## config.mk

```make
export PLATFORM = sky130hd
export DESIGN_NAME = ps2_pad_responder_flat
export DESIGN_NICKNAME = d
export VERILOG_FILES = /design/src/rtl/ps2_pad_responder_pkg.sv /design/src/rtl/ps2_pad_responder_if.sv /design/src/rtl/ps2_pad_responder_sync_edge.sv /design/src/rtl/ps2_pad_responder.sv /design/src/flat_wrapper.sv
export SDC_FILE = /design/constraint.sdc
export NUM_CORES = 1
export LEC_CHECK = 0
export ABC_CLOCK_PERIOD_IN_PS = 5450
export CAP_MARGIN = 20
export CORE_MARGIN = 2
export CORE_UTILIZATION = 57
export CTS_BUF_LIST = sky130_fd_sc_hd__clkbuf_16
export CTS_CLUSTER_DIAMETER = 30
export DETAILED_ROUTE_END_ITERATION = 16
export PLACE_DENSITY = 0.82
export SLEW_MARGIN = 0
export SYNTH_ARGS = -nofsm -noshare
export SYNTH_HDL_FRONTEND = slang
export SYNTH_SLANG_ARGS = --single-unit
```

## constraint.sdc

```tcl
create_clock -name clk -period 5.45 [get_ports clk]
set_clock_uncertainty 0.2 [all_clocks]
set_input_delay 0.8175 -clock clk [delete_from_list [all_inputs] [get_ports clk]]
set_output_delay 0.8175 -clock clk [all_outputs]
set_load 0.01 [all_outputs]
```

## src/rtl/ps2_pad_responder_pkg.sv

```systemverilog
// Shared constants and types for the PS2 pad responder: command/response bytes,
// frame lengths and the frame-level state encoding.
package ps2_pad_pkg;

    localparam logic [7:0] CMD_START  = 8'h01;
    localparam logic [7:0] CMD_POLL   = 8'h42;
    localparam logic [7:0] ID_DIGITAL = 8'h41;
    localparam logic [7:0] ID_ANALOG  = 8'h73;
    localparam logic [7:0] PAD_READY  = 8'h5A;

    localparam logic [3:0] FRAME_LEN_DIG = 4'd5;
    localparam logic [3:0] FRAME_LEN_ANA = 4'd9;

    typedef enum logic [1:0] {
        IDLE   = 2'd0,
        SELECT = 2'd1,
        ABORT  = 2'd2
    } pad_state_t;

    function automatic logic [3:0] frame_len(input logic analog);
        return analog ? FRAME_LEN_ANA : FRAME_LEN_DIG;
    endfunction

endpackage

```

## src/rtl/ps2_pad_responder_if.sv

```systemverilog
// PS2 pad link wires. master = host (joystick reader), slave = pad.
// The link has no valid/ready: the host owns scs/sclk/sdo, the pad answers on di
// and paces the host with an active-low ack_n pulse between bytes.
interface ps2_pad_responder_if;
    logic scs;
    logic sclk;
    logic sdo;
    logic di;
    logic ack_n;

    modport master (output scs, sclk, sdo, input di, ack_n);
    modport slave  (input scs, sclk, sdo, output di, ack_n);
endinterface

```

## src/rtl/ps2_pad_responder_sync_edge.sv

```systemverilog
// Synchronizer for one asynchronous input plus registered rise/fall pulses.
// level_o, rise_o and fall_o are mutually aligned (all derived from prev_q).
module ps2_sync_edge #(
    parameter int   SYNC_STAGES = 2,
    parameter logic RESET_VAL   = 1'b1
) (
    input  logic clk,
    input  logic rst,
    input  logic async_i,
    output logic level_o,
    output logic rise_o,
    output logic fall_o
);

    logic [SYNC_STAGES-1:0] sync_q;
    logic                   prev_q;
    logic                   rise_q;
    logic                   fall_q;

    always_ff @(posedge clk or posedge rst) begin
        if (rst) begin
            sync_q <= {SYNC_STAGES{RESET_VAL}};
            prev_q <= RESET_VAL;
            rise_q <= 1'b0;
            fall_q <= 1'b0;
        end else begin
            sync_q <= {sync_q[SYNC_STAGES-2:0], async_i};
            prev_q <= sync_q[SYNC_STAGES-1];
            rise_q <= sync_q[SYNC_STAGES-1] & ~prev_q;
            fall_q <= ~sync_q[SYNC_STAGES-1] & prev_q;
        end
    end

    assign level_o = prev_q;
    assign rise_o  = rise_q;
    assign fall_o  = fall_q;

endmodule

```

## src/rtl/ps2_pad_responder.sv

```systemverilog
// PS2 DualShock pad emulator: answers host polls with ID, buttons and analog axes,
// checks the 01/42 command prefix and pulses ack_n between bytes.
module ps2_pad_responder
    import ps2_pad_pkg::*;
#(
    parameter int SYNC_STAGES = 2,
    parameter int ACK_DELAY   = 40,
    parameter int ACK_WIDTH   = 80
) (
    input  logic                    clk,
    input  logic                    rst,
    ps2_pad_responder_if.slave      bus,
    input  logic                    analog_mode_i,
    input  logic [15:0]             buttons_i,
    input  logic [7:0]              stick_rx_i,
    input  logic [7:0]              stick_ry_i,
    input  logic [7:0]              stick_lx_i,
    input  logic [7:0]              stick_ly_i,
    output logic                    frame_done_o,
    output logic                    cmd_error_o,
    output pad_state_t              state_o
);

    localparam int ACK_MAX = (ACK_DELAY > ACK_WIDTH) ? ACK_DELAY : ACK_WIDTH;
    localparam int CW      = $clog2(ACK_MAX + 1);

    logic scs_lvl, scs_rise, scs_fall;
    logic sclk_lvl, sclk_rise, sclk_fall;
    logic sdo_lvl, sdo_rise, sdo_fall;
    logic unused_sync;

    ps2_sync_edge #(.SYNC_STAGES(SYNC_STAGES), .RESET_VAL(1'b1)) u_sync_scs (
        .clk(clk), .rst(rst), .async_i(bus.scs),
        .level_o(scs_lvl), .rise_o(scs_rise), .fall_o(scs_fall));
    ps2_sync_edge #(.SYNC_STAGES(SYNC_STAGES), .RESET_VAL(1'b1)) u_sync_sclk (
        .clk(clk), .rst(rst), .async_i(bus.sclk),
        .level_o(sclk_lvl), .rise_o(sclk_rise), .fall_o(sclk_fall));
    ps2_sync_edge #(.SYNC_STAGES(SYNC_STAGES), .RESET_VAL(1'b1)) u_sync_sdo (
        .clk(clk), .rst(rst), .async_i(bus.sdo),
        .level_o(sdo_lvl), .rise_o(sdo_rise), .fall_o(sdo_fall));

    assign unused_sync = &{1'b0, scs_lvl, sclk_lvl, sdo_rise, sdo_fall};

    pad_state_t    state_q;
    logic [2:0]    bit_cnt_q;
    logic [3:0]    byte_idx_q;
    logic [6:0]    rx_byte_q;
    logic [7:0]    tx_byte_q;
    logic          di_q;
    logic          ack_n_q;
    logic          ack_wait_q;
    logic [CW-1:0] ack_cnt_q;
    logic          frame_done_q;
    logic          cmd_error_q;
    logic          snap_analog_q;
    logic [15:0]   snap_buttons_q;
    logic [7:0]    snap_rx_q, snap_ry_q, snap_lx_q, snap_ly_q;

    logic [3:0]    next_idx;
    logic [3:0]    frame_len_w;
    logic [7:0]    rx_full;
    logic [7:0]    resp_byte;
    logic          cmd_bad;

    // rx_full is the byte as it stands once the current (8th) bit is sampled.
    always_comb begin
        next_idx    = (byte_idx_q == 4'hF) ? 4'hF : byte_idx_q + 4'd1;
        frame_len_w = frame_len(snap_analog_q);
        rx_full     = {sdo_lvl, rx_byte_q};
        case (next_idx)
            4'd1:    resp_byte = snap_analog_q ? ID_ANALOG : ID_DIGITAL;
            4'd2:    resp_byte = PAD_READY;
            4'd3:    resp_byte = snap_buttons_q[7:0];
            4'd4:    resp_byte = snap_buttons_q[15:8];
            4'd5:    resp_byte = snap_rx_q;
            4'd6:    resp_byte = snap_ry_q;
            4'd7:    resp_byte = snap_lx_q;
            4'd8:    resp_byte = snap_ly_q;
            default: resp_byte = 8'hFF;
        endcase
        if (next_idx >= frame_len_w) begin
            resp_byte = 8'hFF;
        end
        cmd_bad = ((byte_idx_q == 4'd0) && (rx_full != CMD_START)) ||
                  ((byte_idx_q == 4'd1) && (rx_full != CMD_POLL));
    end

    always_ff @(posedge clk or posedge rst) begin
        if (rst) begin
            state_q        <= IDLE;
            bit_cnt_q      <= 3'd0;
            byte_idx_q     <= 4'd0;
            rx_byte_q      <= 7'd0;
            tx_byte_q      <= 8'hFF;
            di_q           <= 1'b1;
            ack_n_q        <= 1'b1;
            ack_wait_q     <= 1'b0;
            ack_cnt_q      <= '0;
            frame_done_q   <= 1'b0;
            cmd_error_q    <= 1'b0;
            snap_analog_q  <= 1'b0;
            snap_buttons_q <= 16'hFFFF;
            snap_rx_q      <= 8'h80;
            snap_ry_q      <= 8'h80;
            snap_lx_q      <= 8'h80;
            snap_ly_q      <= 8'h80;
        end else begin
            frame_done_q <= 1'b0;
            cmd_error_q  <= 1'b0;

            // Ack timer: ACK_DELAY cycles waiting, then ACK_WIDTH cycles low.
            if (ack_wait_q) begin
                if (ack_cnt_q == '0) begin
                    ack_wait_q <= 1'b0;
                    ack_n_q    <= 1'b0;
                    ack_cnt_q  <= CW'(ACK_WIDTH - 1);
                end else begin
                    ack_cnt_q <= ack_cnt_q - 1'b1;
                end
            end else if (!ack_n_q) begin
                if (ack_cnt_q == '0) begin
                    ack_n_q <= 1'b1;
                end else begin
                    ack_cnt_q <= ack_cnt_q - 1'b1;
                end
            end

            if (scs_rise) begin
                frame_done_q <= (state_q == SELECT) && (byte_idx_q >= frame_len_w);
                state_q      <= IDLE;
                di_q         <= 1'b1;
                ack_n_q      <= 1'b1;
                ack_wait_q   <= 1'b0;
                ack_cnt_q    <= '0;
                bit_cnt_q    <= 3'd0;
                byte_idx_q   <= 4'd0;
            end else if (scs_fall) begin
                state_q        <= SELECT;
                snap_analog_q  <= analog_mode_i;
                snap_buttons_q <= buttons_i;
                snap_rx_q      <= stick_rx_i;
                snap_ry_q      <= stick_ry_i;
                snap_lx_q      <= stick_lx_i;
                snap_ly_q      <= stick_ly_i;
                tx_byte_q      <= 8'hFF;
                di_q           <= 1'b1;
                ack_n_q        <= 1'b1;
                ack_wait_q     <= 1'b0;
                ack_cnt_q      <= '0;
                bit_cnt_q      <= 3'd0;
                byte_idx_q     <= 4'd0;
            end else if (state_q != IDLE) begin
                if (sclk_fall) begin
                    di_q <= tx_byte_q[bit_cnt_q];
                end else if (sclk_rise) begin
                    rx_byte_q <= {sdo_lvl, rx_byte_q[6:1]};
                    if (bit_cnt_q == 3'd7) begin
                        bit_cnt_q  <= 3'd0;
                        byte_idx_q <= next_idx;
                        if (state_q == SELECT && cmd_bad) begin
                            state_q     <= ABORT;
                            cmd_error_q <= 1'b1;
                            tx_byte_q   <= 8'hFF;
                        end else if (state_q == SELECT) begin
                            tx_byte_q <= resp_byte;
                            // No ack after the frame's last byte or past its end.
                            if (byte_idx_q < frame_len_w - 4'd1) begin
                                ack_wait_q <= 1'b1;
                                ack_cnt_q  <= CW'(ACK_DELAY - 1);
                            end
                        end else begin
                            tx_byte_q <= 8'hFF;
                        end
                    end else begin
                        bit_cnt_q <= bit_cnt_q + 3'd1;
                    end
                end
            end
        end
    end

    assign bus.di       = di_q;
    assign bus.ack_n    = ack_n_q;
    assign frame_done_o = frame_done_q;
    assign cmd_error_o  = cmd_error_q;
    assign state_o      = state_q;

endmodule

```

## src/flat_wrapper.sv

```systemverilog
// flat-port wrapper written by rule: the top's interface ports become plain ports
module ps2_pad_responder_flat import ps2_pad_pkg::*;
#(
    parameter int SYNC_STAGES = 2,
    parameter int ACK_DELAY   = 40,
    parameter int ACK_WIDTH   = 80
)
  (clk, rst, analog_mode_i, buttons_i, stick_rx_i, stick_ry_i, stick_lx_i, stick_ly_i, frame_done_o, cmd_error_o, state_o, bus_scs, bus_sclk, bus_sdo, bus_di, bus_ack_n);
  ps2_pad_responder_if bus_i ();
  input  logic clk;
  input  logic rst;
  input  logic analog_mode_i;
  input  logic [15:0] buttons_i;
  input  logic [7:0] stick_rx_i;
  input  logic [7:0] stick_ry_i;
  input  logic [7:0] stick_lx_i;
  input  logic [7:0] stick_ly_i;
  output logic frame_done_o;
  output logic cmd_error_o;
  output pad_state_t state_o;
  input wire logic [$bits(bus_i.scs)-1:0] bus_scs;
  input wire logic [$bits(bus_i.sclk)-1:0] bus_sclk;
  input wire logic [$bits(bus_i.sdo)-1:0] bus_sdo;
  output wire logic [$bits(bus_i.di)-1:0] bus_di;
  output wire logic [$bits(bus_i.ack_n)-1:0] bus_ack_n;
  assign bus_i.scs = bus_scs;
  assign bus_i.sclk = bus_sclk;
  assign bus_i.sdo = bus_sdo;
  assign bus_di = bus_i.di;
  assign bus_ack_n = bus_i.ack_n;
  ps2_pad_responder #(.SYNC_STAGES(SYNC_STAGES), .ACK_DELAY(ACK_DELAY), .ACK_WIDTH(ACK_WIDTH)) u_core (.clk(clk), .rst(rst), .bus(bus_i), .analog_mode_i(analog_mode_i), .buttons_i(buttons_i), .stick_rx_i(stick_rx_i), .stick_ry_i(stick_ry_i), .stick_lx_i(stick_lx_i), .stick_ly_i(stick_ly_i), .frame_done_o(frame_done_o), .cmd_error_o(cmd_error_o), .state_o(state_o));
endmodule
```

# After elaboration in Yosys (flattened, before gate mapping)
# Index checks and enable logic that the tools add are counted.
# word_totals
regBits,98
latchBits,0
ram_bits,0
rom_bits,0
in_bits,54
out_inout_bits,6
elab_cells,161
mem_count,0
# op_classes
add_sub_neg,4
mul,0
div,0
order_cmp,4
n_eq_ne,17
shift,0
n_mux,75
n_bitwise,11
reduce_logical,23
# ops
cell,n
$mux W7,13
$mux W8,8
$pmux W8 S8,1
$mux W4,8
$mux W1,30
$mux W3,6
$eq A4 B3 Y1 const B,4
$reduce_and A5 Y1,3
$reduce_bool A3 Y1,5
$mux W2,7
$eq A4 B1 Y1 const B,2
$eq A4 B2 Y1 const B,2
$eq A4 B4 Y1 const B,2
$ge A4 B4 Y1,2
$ne A8 B1 Y1 const B,1
$ne A8 B7 Y1 const B,1
$reduce_bool A2 Y1,4
$logic_not A7 Y1,1
$not A1 Y1,7
$sub A7 B1 Y7 const B,1
$mux W6,1
$add A4 B1 Y4 const B,1
$and A1 B1 Y1,4
$logic_and A1 B1 Y1,4
other kinds (15),16

# Depth between registers and ports, before layout
# logic_depth
ltp_word,13
ltp_mapped,9
depth_no_buf,9

# Hierarchy
# Synthesis repeated with hierarchy kept, for this count alone.
# unflattened
cells_unflattened,396
hier_area_um2,4812.1
# by_module_without_submodules
mod,instances,cells_per_inst,area_each_um2,seq_area_each_um2
ps2_pad_responder,1,372,4369.2,2164.6
ps2_sync_edge,3,8,147.6,128.9

# Worst setup path before layout
# Ideal clock, no wire load.
# synth_path
path_type,reg2reg
startpoint,register u_core.byte_idx_q[0]
endpoint,register u_core.tx_byte_q[1]
setup_time_ps,90
arrival_ps,2144
required_ps,5160
slack_ps,3017
path_stages_with_launch,10
path_buffers,0
period_less_slack_ps,2433
path_cell_list,dfrtp_1 ha_1 and3b_1 nand3_1 a21boi_0 ha_1 nor3_1 o2111ai_1 a2111oi_2 a21oi_1
# synth_via
elab_chain_cells,12
elab_cells_between_ends,27
classes_between,add/sub: 1; order compare: 1; eq/ne: 10; mux: 10; reduce/logical: 5
# synth_rtl
element,line,text
"start, declared",ps2_pad_responder.sv:46,logic [3:0] byte_idx_q;
"start signal, assigned",ps2_pad_responder.sv:159,byte_idx_q <= next_idx;
$add A4 B1 Y4 or $eq A4 B4 Y1 (tied branches),ps2_pad_responder.sv:67,next_idx = (byte_idx_q == 4'hF) ? 4'hF : byte_idx_q + 4'd1;
$mux W4,ps2_pad_responder.sv:67,
"$eq A4 B4 Y1, or another cell as far along",ps2_pad_responder.sv:70,case (next_idx)
$pmux W8 S8,ps2_pad_responder.sv:70,
$mux W8,ps2_pad_responder.sv:81,if (next_idx >= frame_len_w) begin
$mux W8,ps2_pad_responder.sv:164,end else if (state_q == SELECT) begin
$mux W8 (*),ps2_pad_responder.sv:160,if (state_q == SELECT && cmd_bad) begin
$mux W8 (*),ps2_pad_responder.sv:157,if (bit_cnt_q == 3'd7) begin
$mux W8 (*),ps2_pad_responder.sv:155,end else if (sclk_rise) begin
$mux W8 (*),ps2_pad_responder.sv:153,if (sclk_fall) begin
$mux W8 (*),ps2_pad_responder.sv:152,end else if (state_q != IDLE) begin
$mux W8 (*),ps2_pad_responder.sv:137,end else if (scs_fall) begin
"end signal, assigned",ps2_pad_responder.sv:165,tx_byte_q <= resp_byte;
"end, declared",ps2_pad_responder.sv:48,logic [7:0] tx_byte_q;
# Every way passes the cells marked *; elsewhere a longest branch is shown, timed or not. The select of a mux whose other input is x is not followed.
# A chain may end at the register's enable or synchronous reset.

# Worst setup path in the final report
# layout_path
startpoint,register u_core.byte_idx_q[0]
endpoint,register u_core.tx_byte_q[5]
# Same word-level chain as after synthesis.

==> results.yml <==
status:
  outcome: "finished clean"
die:
  rows: 32
  initial_core_util_pct: 59.46
  top_level_ports: 60
  core_area_um2: 7807
  die_x_um: 94.24
  die-area_um2: 8881
  fp.dieH_um: 94.24
place:
  gp_congestion: 0.8834
  numPortBuffers: 59
  dpl.hpwl_um: 6870
global_route:
  grt_pass1_vias: 3290
  track_usage_pct: 23.08
  overflow: 0
  grt_max_degree: 59
  grt_pass1_wl_um: 15610
  antenna_found_initial: 0
cts:
  insertion_delay_ps: 340
  cts_setup_buffers: 0
  numCtsBuffers: 9
  cts-root-buf: "clkbuf_16"
  clock_tree.buffer_depth: 2
  htree_num_levels: 3
  holdBufCountCts: 0
  path_clk_slew_ps: 70
  cts_resized: 0
  cts_tree: "yes"
  clkSinkCount: 98
synthesis:
  ys_seq_elements: 98
  synth_fp_nets: 460
  synth_enable_flop_cells: 0
  avgSynthCellArea_um2: 11.84
  synth_cell_types: 53
  yosysSeqAreaShare_pct: 53.88
  yosys_warnings: 0
  synthFlopType: "dfrtp_1"
  syn_inst: 392
  async_reset_ff_share_pct: 100.0
  synth.cell_area_um2: 4642
sta:
  slew_headroom_pct: 38.55
  finalHoldViolCount: 0
  setup_viol: 0
  min_period_over_period_pct: 54.43
  setup_tns_ps: 0
  drv_slew: 0
  fmax_mhz: 337.1
  min_period_ps: 2967
  rsz0062_at_grt: "false"
  worst_pin_slew_ps: 920.7
  whs_ps: 157.0
drt:
  drt_iter0_drc: 135
  routedWlPerCell_um: 16.98
  drt-total-wl_um: 9459
  drtAntennaViolNets: 0
  vias: 3222
  drcViolationCount: 0
  vias_per_cell: 5.785
  dr.pass1.iters: 4
critical_path:
  critPathMaxStageDelay_ps: 570
  worstPathCellList: "ha_1 > and3b_1 > nand3_1 > a21boi_0 > ha_1 > o21ai_0 > o2111ai_1 > nor3b_1 > a31oi_1"
  worst-path-stages: 9
  required_ps: 5510
  crit_type: "flop to flop"
  critPathBufInv: 0
  worstSetupEndpointType: "flop"
  worstPathArrival_ps: 3020
  cpMostUsedCell: "ha_1"
  cp_slowest_cell: "dfrtp_1"
  cp_top_family: "compound AO/OA/AOI/OAI gates"
  critPathMaxFanout: 12
  cp-start-kind: "flop"
  r2r_cells: 9
  reg2reg_slack_ps: 2480
run:
  maxCapViolCount: 0
power_and_ir_drop:
  p_leak_uw: 0.002276
  irDropWorstVdd_mv: 0.1972
  powerDensity_nw_per_um2: 302.4
worst_hold_path:
  min_path_type: "flop to flop"
  holdPathStages: 0
final_layout:
  synthToLayoutAreaGrowth_pct: 20.94
  fillers: 569
  diodes: 0
  num-nets-final: 518
  layout-drive-gt1-share_pct: 27.69
## synth_stat cells (2+ instances only)
library cell | instances | area (um^2)
a211oi_1 | 2 | 15.01
a21oi_1 | 23 | 115.1
a221o_1 | 5 | 50.05
a221oi_1 | 4 | 35.03
a22o_1 | 3 | 26.28
a31oi_1 | 6 | 37.54
and2_1 | 2 | 12.51
and3b_1 | 2 | 17.52
buf_1 | 4 | 15.01
buf_2 | 4 | 20.02
clkbuf_1 | 5 | 18.77
dfrtp_1 | 59 | 1476
dfstp_2 | 39 | 1025
ha_1 | 14 | 175.2
inv_1 | 10 | 37.54
mux2_2 | 55 | 619.3
mux2i_1 | 13 | 130.1
mux4_2 | 2 | 45.04
nand2_1 | 24 | 90.09
nand3_1 | 7 | 35.03
nor2_1 | 45 | 168.9
nor2b_1 | 11 | 68.82
nor3_1 | 5 | 25.02
nor3b_1 | 2 | 15.01
nor4b_1 | 2 | 17.52
o2111ai_1 | 2 | 17.52
o211ai_1 | 2 | 15.01
o21ai_0 | 8 | 40.04
o22ai_1 | 5 | 31.28
o2bb2ai_1 | 2 | 17.52
or2_2 | 3 | 18.77
## sequential cells by signal, indices dropped and copies added, names as in the netlist, 4 cells and up
signal,count
u_core.tx_byte_q,8
u_core.snap_ly_q,8
u_core.rx_byte_q,7
u_core.ack_cnt_q,7
u_core.snap_buttons_q,16
u_core.snap_lx_q,8
u_core.byte_idx_q,4
u_core.snap_rx_q,8
u_core.snap_ry_q,8
## area by class of cell
| type | count | area [um^2] | share of cell area [%] |
|---|---|---|---|
| clock inverters | 7 | 70.07 | 1.248 |
| multi-input cells | 269 | 2042 | 36.37 |
| inverters | 11 | 42.54 | 0.7577 |
| clock buffers | 9 | 225.2 | 4.012 |
| repair buffers | 61 | 605.6 | 10.79 |
| flip-flops and latches | 98 | 2501 | 44.55 |
| well taps | 102 | 127.6 | 2.273 |
## routing by layer
metal	part of all wire (%)	vias up	GRT usage, %	routed length (um)
li1	-	1520	-	-
met5	0	-	0	0
met3	4.2	10	5.136	397
met2	52	86	39.76	4874
met1	43	1606	29.05	4102
met4	0.89	0	7.126	84
## placed cells by master (no fill, tap or decap), types with 4 or more instances in the layout
cell type,synthesis,final
a21oi_1,23,23
a221o_1,5,5
a221oi_1,4,4
a31oi_1,6,6
clkbuf_16,0,9
clkdlybuf4s50_1,0,59
dfrtp_1,59,59
dfstp_2,39,39
ha_1,14,14
inv_1,10,10
mux2_2,55,55
mux2i_1,13,13
nand2_1,24,24
nand3_1,7,7
nor2_1,45,45
nor2b_1,11,10
nor3_1,5,5
o21ai_0,8,8
o22ai_1,5,5
## path summary, 6_finish.rpt
path | to | from
max in group asynchronous | u_core.u_sync_sclk.level_o$_DFF_PP1_ | rst
setup / recovery | u_core.tx_byte_q[5]$_DFFE_PP1P_ | u_core.byte_idx_q[0]$_DFFE_PP0P_
hold / removal | u_core.u_sync_sclk.sync_q[1]$_DFF_PP1_ | u_core.u_sync_sclk.sync_q[0]$_DFF_PP1_
setup reg to reg | u_core.tx_byte_q[5]$_DFFE_PP1P_ | u_core.byte_idx_q[0]$_DFFE_PP0P_
hold reg to reg | u_core.u_sync_sclk.sync_q[1]$_DFF_PP1_ | u_core.u_sync_sclk.sync_q[0]$_DFF_PP1_
min in group asynchronous | u_core.snap_rx_q[4]$_DFFE_PP0P_ | rst
## through the flow
stage | setup WS [ps] | cells | area [um^2] | utilization, % | total power (uW)
5_1_grt | 2270 | 557 | 5614 | 71.91 | 1766
2_1_floorplan | 1935 | 392 | 4642 | - | 999.6
4_1_cts | 2524 | 557 | 5614 | 71.91 | 1712
6_report | 2483 | 557 | 5614 | 71.91 | 1698
3_3_place_gp | 2645 | 541 | 5319 | 68.13 | 1069
3_5_place_dp | 2545 | 541 | 5319 | 68.13 | 1081
## kinds of logic (layout without fill, tap and decap cells)
| family | Yosys count | count (layout) | share of synthesized area [%] |
|---|---|---|---|
| AO/OA/AOI/OAI | 70 | 70 | 10.13 |
| XOR/XNOR | 1 | 1 | 0.5931 |
| adder cells (fa/ha/maj) | 14 | 14 | 3.774 |
| buffers and inverters | 25 | 88 | 2.291 |
| flip-flops | 98 | 98 | 53.88 |
| multiplexers | 70 | 70 | 17.12 |
| AND/OR/NAND/NOR | 114 | 114 | 12.21 |
## worst reg2reg max path, cell delays in order, from the launching register on
cell and delay [ps]:
dfrtp_1 570, ha_1 430, and3b_1 250, nand3_1 90, a21boi_0 320, ha_1 290
o21ai_0 70, o2111ai_1 220, nor3b_1 330, a31oi_1 120
## report_power, final
part	internal, uW	switching [uW]
combinational	113	67.2
clock	357	275
sequential	833	52.7
(Power assumes the default switching activity.)
